**config.mk**
```make
export PLATFORM = sky130hd
export DESIGN_NAME = imem_loader
export DESIGN_NICKNAME = d
export VERILOG_FILES = /design/src/rtl/imem_loader_pkg.sv /design/src/rtl/imem_loader_le_word_packer.sv /design/src/rtl/imem_loader.sv
export SDC_FILE = /design/constraint.sdc
export NUM_CORES = 1
export LEC_CHECK = 0
export BUFFER_PORTS_ARGS = -buffer_cell sky130_fd_sc_hd__buf_2
export CORE_UTILIZATION = 44
export CTS_CLUSTER_DIAMETER = 30
export DETAILED_ROUTE_END_ITERATION = 12
export PLACE_DENSITY = 0.69
export SLEW_MARGIN = 20
export SYNTH_ARGS = -nofsm -noshare
export SYNTH_HDL_FRONTEND = slang
export SYNTH_SLANG_ARGS = --single-unit
```
**constraint.sdc**
```tcl
create_clock -name clk -period 3.05 [get_ports clk]
set_input_delay 0.1525 -clock clk [delete_from_list [all_inputs] [get_ports clk]]
set_output_delay 0.1525 -clock clk [all_outputs]
set_load 0.02 [all_outputs]
```
**src/rtl/imem_loader_pkg.sv**
```systemverilog
// rtl/imem_loader_pkg.sv - shared constants, state enum and length check for the imem boot loader
package imem_loader_pkg;

    localparam int         DEPTH     = 1024;
    localparam int         AW        = $clog2(DEPTH);
    localparam logic [7:0] SYNC_BYTE = 8'hA5;

    typedef enum logic [2:0] {
        ST_IDLE,
        ST_LEN_LO,
        ST_LEN_HI,
        ST_DATA,
        ST_CSUM,
        ST_DONE,
        ST_ERR
    } loader_state_e;

    function automatic logic len_legal(input logic [15:0] len);
        return (len != 16'd0) && (len <= 16'(DEPTH));
    endfunction

endpackage

```
**src/rtl/imem_loader_le_word_packer.sv**
```systemverilog
// rtl/imem_loader_le_word_packer.sv - assembles four bytes into one little-endian 32-bit word
module le_word_packer (
    input  logic        clk,
    input  logic        reset,
    input  logic        clear,
    input  logic        byte_valid,
    input  logic [7:0]  byte_data,
    output logic        word_valid,
    output logic [31:0] word_data
);

    logic [1:0]  cnt_q, cnt_d;
    logic [23:0] shift_q, shift_d;

    always_comb begin
        cnt_d   = cnt_q;
        shift_d = shift_q;
        if (clear) begin
            cnt_d = 2'd0;
        end else if (byte_valid) begin
            cnt_d   = cnt_q + 2'd1;
            // earlier bytes drift toward the low lanes as later ones arrive
            shift_d = {byte_data, shift_q[23:8]};
        end
    end

    always_ff @(posedge clk or posedge reset) begin
        if (reset) begin
            cnt_q   <= 2'd0;
            shift_q <= 24'd0;
        end else begin
            cnt_q   <= cnt_d;
            shift_q <= shift_d;
        end
    end

    assign word_valid = byte_valid && !clear && (cnt_q == 2'd3);
    assign word_data  = {byte_data, shift_q};

endmodule

```
**src/rtl/imem_loader.sv**
```systemverilog
// rtl/imem_loader.sv - UART-fed instruction memory writer holding the core in reset until loaded
// Optional trailing checksum byte enabled by defining LOADER_CSUM_EN.
module imem_loader
    import imem_loader_pkg::*;
(
    input  logic          clk,
    input  logic          reset,
    input  logic          rx_valid,
    input  logic [7:0]    rx_data,
    output logic          imem_we,
    output logic [AW-1:0] imem_waddr,
    output logic [31:0]   imem_wdata,
    output logic          core_hold,
    output logic          load_done,
    output logic          load_err,
    output logic [AW:0]   words_loaded
);

    loader_state_e state_q, state_d;
    logic [7:0]    len_lo_q, len_lo_d;
    logic [AW:0]   len_q, len_d;
    logic [AW:0]   words_q, words_d;
    logic [AW-1:0] waddr_q, waddr_d;
    logic [31:0]   wdata_q, wdata_d;
    logic          we_q, we_d;
    logic          frame_start;
    logic [15:0]   len16;
    logic          word_valid;
    logic [31:0]   word_data;
`ifdef LOADER_CSUM_EN
    logic [7:0]    csum_q, csum_d;
`endif

    assign len16 = {rx_data, len_lo_q};

    le_word_packer u_packer (
        .clk        (clk),
        .reset      (reset),
        .clear      (frame_start),
        .byte_valid (rx_valid && (state_q == ST_DATA)),
        .byte_data  (rx_data),
        .word_valid (word_valid),
        .word_data  (word_data)
    );

    always_comb begin
        state_d     = state_q;
        len_lo_d    = len_lo_q;
        len_d       = len_q;
        words_d     = words_q;
        waddr_d     = waddr_q;
        wdata_d     = wdata_q;
        we_d        = 1'b0;
        frame_start = 1'b0;
`ifdef LOADER_CSUM_EN
        csum_d      = csum_q;
`endif
        case (state_q)
            ST_IDLE, ST_DONE, ST_ERR: begin
                if (rx_valid && (rx_data == SYNC_BYTE)) begin
                    state_d     = ST_LEN_LO;
                    frame_start = 1'b1;
                    words_d     = '0;
`ifdef LOADER_CSUM_EN
                    csum_d      = 8'd0;
`endif
                end
            end
            ST_LEN_LO: begin
                if (rx_valid) begin
                    len_lo_d = rx_data;
                    state_d  = ST_LEN_HI;
                end
            end
            ST_LEN_HI: begin
                if (rx_valid) begin
                    if (len_legal(len16)) begin
                        len_d   = len16[AW:0];
                        state_d = ST_DATA;
                    end else begin
                        state_d = ST_ERR;
                    end
                end
            end
            ST_DATA: begin
`ifdef LOADER_CSUM_EN
                if (rx_valid) csum_d = csum_q + rx_data;
`endif
                if (word_valid) begin
                    we_d    = 1'b1;
                    wdata_d = word_data;
                    waddr_d = words_q[AW-1:0];
                    words_d = words_q + 1'b1;
                    if (words_q == len_q - 1'b1) begin
`ifdef LOADER_CSUM_EN
                        state_d = ST_CSUM;
`else
                        state_d = ST_DONE;
`endif
                    end
                end
            end
`ifdef LOADER_CSUM_EN
            ST_CSUM: begin
                if (rx_valid) state_d = (rx_data == csum_q) ? ST_DONE : ST_ERR;
            end
`endif
            default: state_d = ST_IDLE;
        endcase
    end

    always_ff @(posedge clk or posedge reset) begin
        if (reset) begin
            state_q  <= ST_IDLE;
            len_lo_q <= 8'd0;
            len_q    <= '0;
            words_q  <= '0;
            waddr_q  <= '0;
            wdata_q  <= 32'd0;
            we_q     <= 1'b0;
`ifdef LOADER_CSUM_EN
            csum_q   <= 8'd0;
`endif
        end else begin
            state_q  <= state_d;
            len_lo_q <= len_lo_d;
            len_q    <= len_d;
            words_q  <= words_d;
            waddr_q  <= waddr_d;
            wdata_q  <= wdata_d;
            we_q     <= we_d;
`ifdef LOADER_CSUM_EN
            csum_q   <= csum_d;
`endif
        end
    end

    assign imem_we      = we_q;
    assign imem_waddr   = waddr_q;
    assign imem_wdata   = wdata_q;
    assign words_loaded = words_q;
    assign core_hold    = (state_q != ST_DONE);
    assign load_done    = (state_q == ST_DONE);
    assign load_err     = (state_q == ST_ERR);

endmodule

```
Word-level counts from Yosys, hierarchy flattened

Index checks and enable logic that the tools add are counted.

Logic and storage cells: 61
Output and inout bits: 57
Register bits: 102
Input port bits: 11

Multiplexer cells: 16
Bitwise gates (word level): 1
$add $sub $neg: 3
Equal/unequal tests: 14
Reduce and logical (&&, ||, !) cells: 17
Magnitude comparators: 1

Operators by type and width:

| operator                | number |
|---|---|
| $mux W11                | 2 |
| $pmux W11 S2            | 1 |
| $mux W3                 | 6 |
| $le A16 B11 Y1 const B  | 1 |
| $reduce_bool A16 Y1     | 1 |
| $pmux W3 S4             | 1 |
| $add A11 B1 Y11 const B | 1 |
| $eq A11 B11 Y1          | 1 |
| $sub A11 B1 Y11 const B | 1 |
| $eq A8 B8 Y1 const B    | 1 |
| $eq A3 B2 Y1 const B    | 2 |
| $eq A3 B3 Y1 const B    | 2 |
| $ne A2 B2 Y1 const B    | 3 |
| $reduce_and A2 Y1       | 3 |
| $reduce_and A3 Y1       | 2 |
| $logic_and A1 B1 Y1     | 5 |
| $reduce_and A5 Y1       | 1 |
| $mux W1                 | 4 |
| $mux W2                 | 2 |
| $ne A2 B1 Y1 const B    | 2 |
| $reduce_bool A2 Y1      | 2 |
| $eq A3 B1 Y1 const B    | 1 |
| $logic_not A3 Y1        | 1 |
| $ne A3 B3 Y1 const B    | 1 |
| other kinds (5)         | 5 |

Logic depth before layout (Yosys ltp)

Gate-level depths: netlist of run 1.

Depth after elaboration: 9
Gate-level depth with buffers: 9
Depth with buffers taken out: 8

Hierarchy

From an unflattened synthesis of run 1, not the netlist that was laid out.

Cell total of the unflattened synthesis: 454
Area total of the unflattened synthesis: 4815.9 um^2

By module, submodules not included:

| module         | seq. area each (um^2) | area each (um^2) | cells each | instances |
|---|---|---|---|---|
| imem_loader    | 1901.8                | 3649.8           | 385        | 1 |
| le_word_packer | 650.6                 | 1166.1           | 69         | 1 |

Worst setup path after synthesis of run 1

OpenSTA, ideal clock, no wires.

Path type: reg-to-reg
Start: register len_q[0]
End: register state_q[2]
Setup time: 118 ps
Path slack: 1112 ps
Data arrival time: 1820 ps
Clock period less this slack: 1938 ps
Data required time: 2932 ps
Buffers on the path: 0
Cell stages (with the launch flop): 9
Path through: dfrtp_1 -> inv_1 -> ha_1 -> nor4b_4 -> nand2_2 -> mux2_4 -> a311oi_2 -> nor4b_2 -> a21o_1

Cells in the longest elaborated chain, start to end: 4

RTL lines:

| item                               | RTL line           | RTL |
|---|---|---|
| start, declared                    | imem_loader.sv:21  | `logic [AW:0] len_q, len_d;` |
| start signal, assigned             | imem_loader.sv:127 | `len_q <= len_d;` |
| $sub A11 B1 Y11                    | imem_loader.sv:94  | `if (words_q == len_q - 1'b1) begin` |
| $eq A11 B11 Y1                     | imem_loader.sv:94  |  |
| $ne A2 B1 Y1 (no source line)      | --                 |  |
| $reduce_and A5 Y1 (no source line) | --                 |  |
| end signal, assigned               | imem_loader.sv:125 | `state_q <= state_d;` |
| end, declared                      | imem_loader.sv:19  | `loader_state_e state_q, state_d;` |

No other way between the ends.
A chain may end at the register's enable or synchronous reset.

Final worst setup path of run 1

Start: register state_q[0]
End: register words_q[0], in the netlist words_loaded[0]

Cells in the longest elaborated chain, start to end: 8
Elaborated cells between the ends (all ways): 15
Those cells by class: eq/ne (5); mux (2); reduce/logical (8)

RTL lines:

| item                                             | RTL line                         | RTL |
|---|---|---|
| $eq A3 B3 Y1 or $logic_not A3 Y1 (tied branches) | imem_loader.sv:58                | `case (state_q)` |
| $reduce_or A3 Y1                                 | imem_loader.sv:58                |  |
| $mux W1                                          | imem_loader.sv:58                |  |
| $logic_not A1 Y1                                 | imem_loader_le_word_packer.sv:37 | `assign word_valid = byte_valid && !clear && (cnt_q == 2'd3);` |
| $logic_and A1 B1 Y1 (2 in series)                | imem_loader_le_word_packer.sv:37 |  |
| $ne A2 B1 Y1 (no source line)                    | --                               |  |
| $reduce_and A3 Y1 (no source line)               | --                               |  |
| end signal, assigned                             | imem_loader.sv:128               | `words_q <= words_d;` |
| end, declared                                    | imem_loader.sv:22                | `logic [AW:0] words_q, words_d;` |

Parallel ways exist; a longest one is shown, timed or not.

==> results of run 1 <==
-- final timing paths --
kind | from | to | slack, ns | cells after the start
max | state_q[0]$_DFFE_PP0P_ | words_loaded[0]$_DFFE_PP0P_ | 0.79 | 7
min | rx_data[4] | imem_wdata[28]$_DFFE_PP0P_ | 0.05 | 3
max reg2reg | state_q[0]$_DFFE_PP0P_ | words_loaded[0]$_DFFE_PP0P_ | 0.79 | 7
min reg2reg | imem_wdata[7]$_DFFE_PP0P_ | imem_wdata[7]$_DFFE_PP0P_ | 0.47 | 2
max in group asynchronous | reset | u_packer.shift_q[12]$_DFFE_PP0P_ | 1.81 | 4
min in group asynchronous | reset | imem_waddr[0]$_DFFE_PP0P_ | 0.41 | 3
-- cells by family after synthesis --
logic type                 after synthesis  share of synthesized area, %
adders and majority gates                3                         0.812
muxes                                   22                          6.22
DFF                                    102                          55.2
and+or+nand+nor                        281                          27.4
AOI/OAI and AO/OA                       30                          4.22
xor gates and xnor gates                17                          3.22
buffers and inverters                   32                          2.98
-- where the power goes --
part / internal (mW) / leakage [nW] / switching, mW
combinational: 0.546 / 1.39 / 0.720
clock: 0.294 / 0.0820 / 0.457
sequential: 1.72 / 1.36 / 0.331
total: 2.56 / 2.84 / 1.51
-- worst max-delay path: cells and delay by family, from the launching register on --
family / cells / cell delay (ns)
DFF: 1 / 0.62
and+or+nand+nor: 3 / 0.61
buffers and inverters: 3 / 0.63
muxes: 1 / 0.28
-- per-layer routing --
metal / global-route usage, % / wire length (µm) / vias to the layer above / share of wire, %
met2: 30.2 / 4510 / 88 / 45
met1: 27.6 / 4840 / 1670 / 49
li1: - / - / 1723 / -
met4: 8.27 / 204 / 0 / 2.1
met5: 0 / 0 / - / 0
met3: 2.50 / 399 / 15 / 4.0
-- layout by cell type, fill, tap and decap left out, types with 2 or more instances in the layout --
cell type,instances
a21o_1,2
a21oi_1,7
a31oi_1,2
and3_1,2
buf_2,67
buf_4,6
clkbuf_8,9
clkinv_2,3
clkinvlp_4,2
dfrtp_1,102
ha_1,3
inv_1,7
inv_2,2
mux2_2,10
mux2_4,11
nand2_1,205
nand2_2,2
nand2b_1,3
nand3_1,8
nand4_1,7
nand4b_1,2
nor2_1,16
nor2b_1,5
nor3_1,7
nor3b_1,2
nor4_1,4
o21ai_0,10
or2_2,2
or3_1,4
xnor2_1,10
xor2_1,7
-- cell type report --
cell class,count,area [µm²],area share (%)
clock inverters,6,38.8,0.738
multi-input cells,353,1940,36.8
inverters,10,40.0,0.762
flip-flops and latches,102,2550,48.6
clock buffers,10,128,2.43
repair buffers,74,390,7.43
well taps,136,170,3.24
-- through the flow --
step                      hold slack, ns  cells  worst slack [ns]
after CTS                         0.0335    691             0.761
final                             0.0493    691             0.788
after global placement             0.259    674             0.867
after detailed placement           0.266    674             0.754
after floorplan                    0.258    487             0.222
after global routing              0.0493    691             0.549
-- registers in the layout, indices dropped and copies added, names as in the netlist --
signal	cells
imem_waddr	10
imem_wdata	32
imem_we	1
len_lo_q	8
len_q	11
state_q	3
u_packer.cnt_q	2
u_packer.shift_q	24
words_loaded	11
==> flow_metrics.env, run 1 <==
export IMPL_status="complete, but fails checks"
export IMPL_violations="DRC"
export IMPL_vias=3496
export IMPL_yosys_warnings=0
export IMPL_cp_start_kind="flop"
export IMPL_syn_nets=501
export IMPL_synth_edf_count=0
export IMPL_drive_gt1_share_pct=22.5
export IMPL_viasPerCell=5.06
export IMPL_portBuffers=67
export IMPL_hold_viol_final=0
export IMPL_antenna_cells=0
export IMPL_synth_top_area_share_pct=55.2
export IMPL_worstMarginPinSlew_ns=0.587
export IMPL_cts_setup_buffers=0
export IMPL_postRouteAntennaNets=0
export IMPL_power_density_nw_per_um2=775
export IMPL_grt_use_total_pct=19.5
export IMPL_synth_cells=487
export IMPL_cts_tree="done"
export IMPL_ctsResizeCount=0
export IMPL_cts_sinks=102
export IMPL_synth_common_cells="nand2_1 (205), dfrtp_1 (102), nor2_1 (16), clkbuf_1 (11), mux2_4 (11)"
export IMPL_cts_clk_slew_worst_paths_ns=0.09
export IMPL_worst_ep_required_time_ns=3.31
export IMPL_fin_util_pct=51.1
export IMPL_wl_per_cell_um=14.4
export IMPL_rsz0062_at_grt="false"
export IMPL_fill_cells=999
export IMPL_max_clock_path_buffers=2
export IMPL_die_area_um2=10900
export IMPL_vdd_drop_max_mv=0.423
export IMPL_start_util_pct=45.0
export IMPL_dp_hpwl_um=6920
export IMPL_dr_pass1_iters=11
export IMPL_grt_first_pass_wirelength_um=17100
export IMPL_setup_tns_final_ns=0
export IMPL_fmax_mhz=442
export IMPL_placed_area_um2=5080
export IMPL_syn_area_um2=4630
export IMPL_maxSlewHeadroom_pct=60.9
export IMPL_synth_area_leader_cell="dfrtp_1"
export IMPL_yosysSeqAreaShare_pct=55.2
export IMPL_holdCritPathClass="in2reg"
export IMPL_area_growth_pct=13.6
export IMPL_synth_seq_cells=102
export IMPL_antenna_found_initial=0
export IMPL_crit_path_end_kind="flop"
export IMPL_die_w_um=105
export IMPL_drt_iter0_markers=166
export IMPL_cp_cell_sequence="nand4b_4 -> inv_2 -> nand2_2 -> inv_2 -> buf_4 -> nor2_1 -> mux2_2"
export IMPL_finalMaxSlewViolations=0
export IMPL_grt_pass1_vias=3518
export IMPL_nets=564
export IMPL_cap_violations=0
export IMPL_cpPeakStageDelay_ns=0.62
export IMPL_cts_inserted_buffers=9
export IMPL_io_pins=68
export IMPL_grt_max_degree=49
export IMPL_h_tree_depth=3
export IMPL_fp_dieH_um=105
export IMPL_place_gp_congestion=0.876
export IMPL_synth_most_common_cell="nand2_1"
export IMPL_routed_wl_um=9950
export IMPL_power_total_mw=4.07
export IMPL_crit_fanout=48
export IMPL_skew_ns=0.0112
export IMPL_synth_async_reset_ratio_pct=100
export IMPL_grt_ovfl_total=0
export IMPL_final_area_um2=5260
export IMPL_ys_types=52
export IMPL_fin_crit_sh_pct=74.2
export IMPL_core_um2=10300
export IMPL_cts_root_buf="clkbuf_8"
export IMPL_netlist_top_cells_area="dfrtp_1 (55%), nand2_1 (17%), mux2_4 (3.6%)"
export IMPL_drc=1
export IMPL_critPathMostFrequentCell="inv_2"
export IMPL_finalSetupViolCount=0
export IMPL_synth_ff_type="dfrtp_1"
export IMPL_crit_slowest_cell="dfrtp_1"
export IMPL_placementRows=37
export IMPL_insertion_delay_ns=0.36
export IMPL_cp_data_arrival_time_ns=2.52
export IMPL_synth_area_per_cell_um2=9.50
export IMPL_p_leak_nw=2.84
export IMPL_cts_hold_buf=1
export IMPL_critical_path_class="reg2reg"
export IMPL_fin_crit_ns=2.26
Power figures use the tool's default switching activity.
==> run 2, diff against run 1 <==
==> constraint.sdc (replaced) <==
create_clock -name clk -period 2.2 [get_ports clk]
set_input_delay 0.11 -clock clk [delete_from_list [all_inputs] [get_ports clk]]
set_output_delay 0.11 -clock clk [all_outputs]
set_load 0.02 [all_outputs]
==> flow_metrics.env, run 2 (synthesis gave the netlist of run 1 again) <==
export IMPL_nets=575
export IMPL_dp_hpwl_um=6860
export IMPL_drt_met1_wl_um=4890
export IMPL_violations="DRC"
export IMPL_fin_crit_ns=2.10
export IMPL_holdCritPathClass="in2reg"
export IMPL_fp_dieH_um=105
export IMPL_placed_area_um2=5110
export IMPL_fill_cells=986
export IMPL_grt_ovfl_total=0
export IMPL_fin_crit_sh_pct=95.4
export IMPL_cts_tree="done"
export IMPL_cp_data_arrival_time_ns=2.37
export IMPL_cts_sinks=102
export IMPL_viasPerCell=5.08
export IMPL_finalMaxSlewViolations=0
export IMPL_setup_tns_final_ns=0
export IMPL_crit_path_end_kind="flop"
export IMPL_cts_inserted_buffers=9
export IMPL_die_w_um=105
export IMPL_drt_iter0_markers=204
export IMPL_p_int_mw=3.64
export IMPL_critical_path_class="in2reg"
export IMPL_largest_reg_flops=32
export IMPL_final_area_um2=5410
export IMPL_p_leak_nw=2.90
export IMPL_h_tree_depth=3
export IMPL_cap_violations=0
export IMPL_maxSlewHeadroom_pct=64.1
export IMPL_area_growth_pct=17.0
export IMPL_antenna_found_initial=0
export IMPL_grt_use_total_pct=19.6
export IMPL_place_gp_congestion=0.833
export IMPL_vdd_drop_max_mv=0.422
export IMPL_status="complete, but fails checks"
export IMPL_met2_length_um=4700
export IMPL_met3_length_um=362
export IMPL_start_util_pct=45.0
export IMPL_core_um2=10300
export IMPL_fmax_mhz=476
export IMPL_insertion_delay_ns=0.39
export IMPL_drive_gt1_share_pct=23.3
export IMPL_pwr_share_comb_pct=31.5
export IMPL_cts_root_buf="clkbuf_8"
export IMPL_max_clock_path_buffers=2
export IMPL_multi_input_area_um2=1960
export IMPL_hold_viol_final=0
export IMPL_power_total_mw=5.83
export IMPL_grt_max_degree=103
export IMPL_cp_start_kind="input pin"
export IMPL_worst_ep_required_time_ns=2.47
export IMPL_grt_pass1_vias=3450
export IMPL_swShare_pct=37.5
export IMPL_crit_slowest_cell="dlygate4sd3_1"
export IMPL_mostFrequentLayoutCell="nand2_1"
export IMPL_worstMarginPinSlew_ns=0.539
export IMPL_p_clk_share_pct=19.8
export IMPL_portBuffers=67
export IMPL_postRouteAntennaNets=0
export IMPL_cts_clk_slew_worst_paths_ns=0.11
export IMPL_fin_util_pct=52.7
export IMPL_vias=3565
export IMPL_grt_first_pass_wirelength_um=16800
export IMPL_drc=1
export IMPL_p_switching_mw=2.18
export IMPL_cpPeakStageDelay_ns=0.53
export IMPL_wl_per_cell_um=14.5
export IMPL_die_area_um2=10900
export IMPL_dr_pass1_iters=10
export IMPL_routed_wl_um=10200
export IMPL_antenna_cells=0
export IMPL_routed_top_layer="met4"
export IMPL_layout_common_cells="nand2_1 (205), dfrtp_1 (102), buf_2 (67), nor2_1 (16), mux2_4 (11)"
export IMPL_io_pins=68
export IMPL_crit_fanout=11
export IMPL_ff_latch_area_um2=2550
export IMPL_finalSetupViolCount=0
export IMPL_placementRows=37
export IMPL_power_density_nw_per_um2=1080
export IMPL_rsz0062_at_grt="false"
export IMPL_skew_ns=0.0130
export IMPL_power_share_sequential_pct=48.7
export IMPL_cp_cell_sequence="dlygate4sd3_1 -> buf_2 -> nor4_1 -> nand3_1 -> xor2_1 -> and3_1 -> and4_4 -> mux2_2"
-- run 2: cell count changes in the layout (fill, tap and decap cells not counted), sizes merged --
cell         delta
inv             +2
dlygate4sd3     +6
clkinv          -3
clkinvlp        +1
buf             +5
-- run 2: worst max-delay path, delay by kind of cell --
kind	cells	cell delay [ns]
xor gates and xnor gates	1	0.20
buffers and inverters	2	0.70
muxes	1	0.36
and+or+nand+nor	4	0.99
-- run 2: area by class of cell --
| type | instances | area share, % |
|---|---|---|
| clock inverters | 6 | 0.971 |
| flip-flops and latches | 102 | 47.2 |
| inverters | 10 | 0.763 |
| repair buffers | 85 | 9.25 |
| clock buffers | 10 | 2.54 |
| well taps | 136 | 3.14 |
| multi-input cells | 353 | 36.2 |
-- run 2: through the flow --
| step | std cells | hold WS (ns) | setup slack (ns) |
|---|---|---|---|
| final | 702 | 0.00544 | 0.100 |
| after global routing | 702 | 0.0292 | 0.0117 |
| after CTS | 700 | 0.0109 | 0.0316 |
| after detailed placement | 677 | 0.314 | 0.0539 |
| after global placement | 677 | 0.307 | 0.150 |
| after floorplan | 487 | 0.215 | 0.262 |
-- run 2: power groups by stage --
stage | combinational, mW | clock [mW] | sequential [mW]
floorplan | 1.19 | 0 | 2.94
global placement | 1.76 | 0 | 2.84
detailed placement | 1.81 | 0 | 2.87
CTS | 1.83 | 1.18 | 2.83
global route | 2.05 | 1.24 | 2.90
finish | 1.84 | 1.15 | 2.83
-- run 2: worst paths after layout --
check                                                from                          to  slack [ns]  cells past startpoint
min in group asynchronous                           reset  imem_wdata[23]$_DFFE_PP0P_        0.41                      4
max in group asynchronous                           reset        len_q[7]$_DFFE_PP0P_        1.38                      4
worst min register to register  imem_wdata[1]$_DFFE_PP0P_   imem_wdata[1]$_DFFE_PP0P_        0.47                      2
worst max register to register    len_lo_q[2]$_DFFE_PP0P_       len_q[10]$_DFFE_PP0P_        0.10                      6
worst max-delay path                           rx_data[0]       len_q[10]$_DFFE_PP0P_        0.10                      8
worst min-delay path                           rx_data[1]  imem_wdata[25]$_DFFE_PP0P_       0.005                      3
-- run 2: repair_timing --
item	CTS	global route
hold buffers	7	0
hold endpoints to repair	112	0
endpoints found under the setup margin	0	3
resized for setup	0	3
setup buffers	0	2
-- run 2: metal layers --
layer / up-vias / track usage (%)
li1: 1734 / -
met1: 1734 / 26.1
met2: 82 / 30.8
met3: 15 / 2.93
met4: 0 / 10.4
met5: - / 0
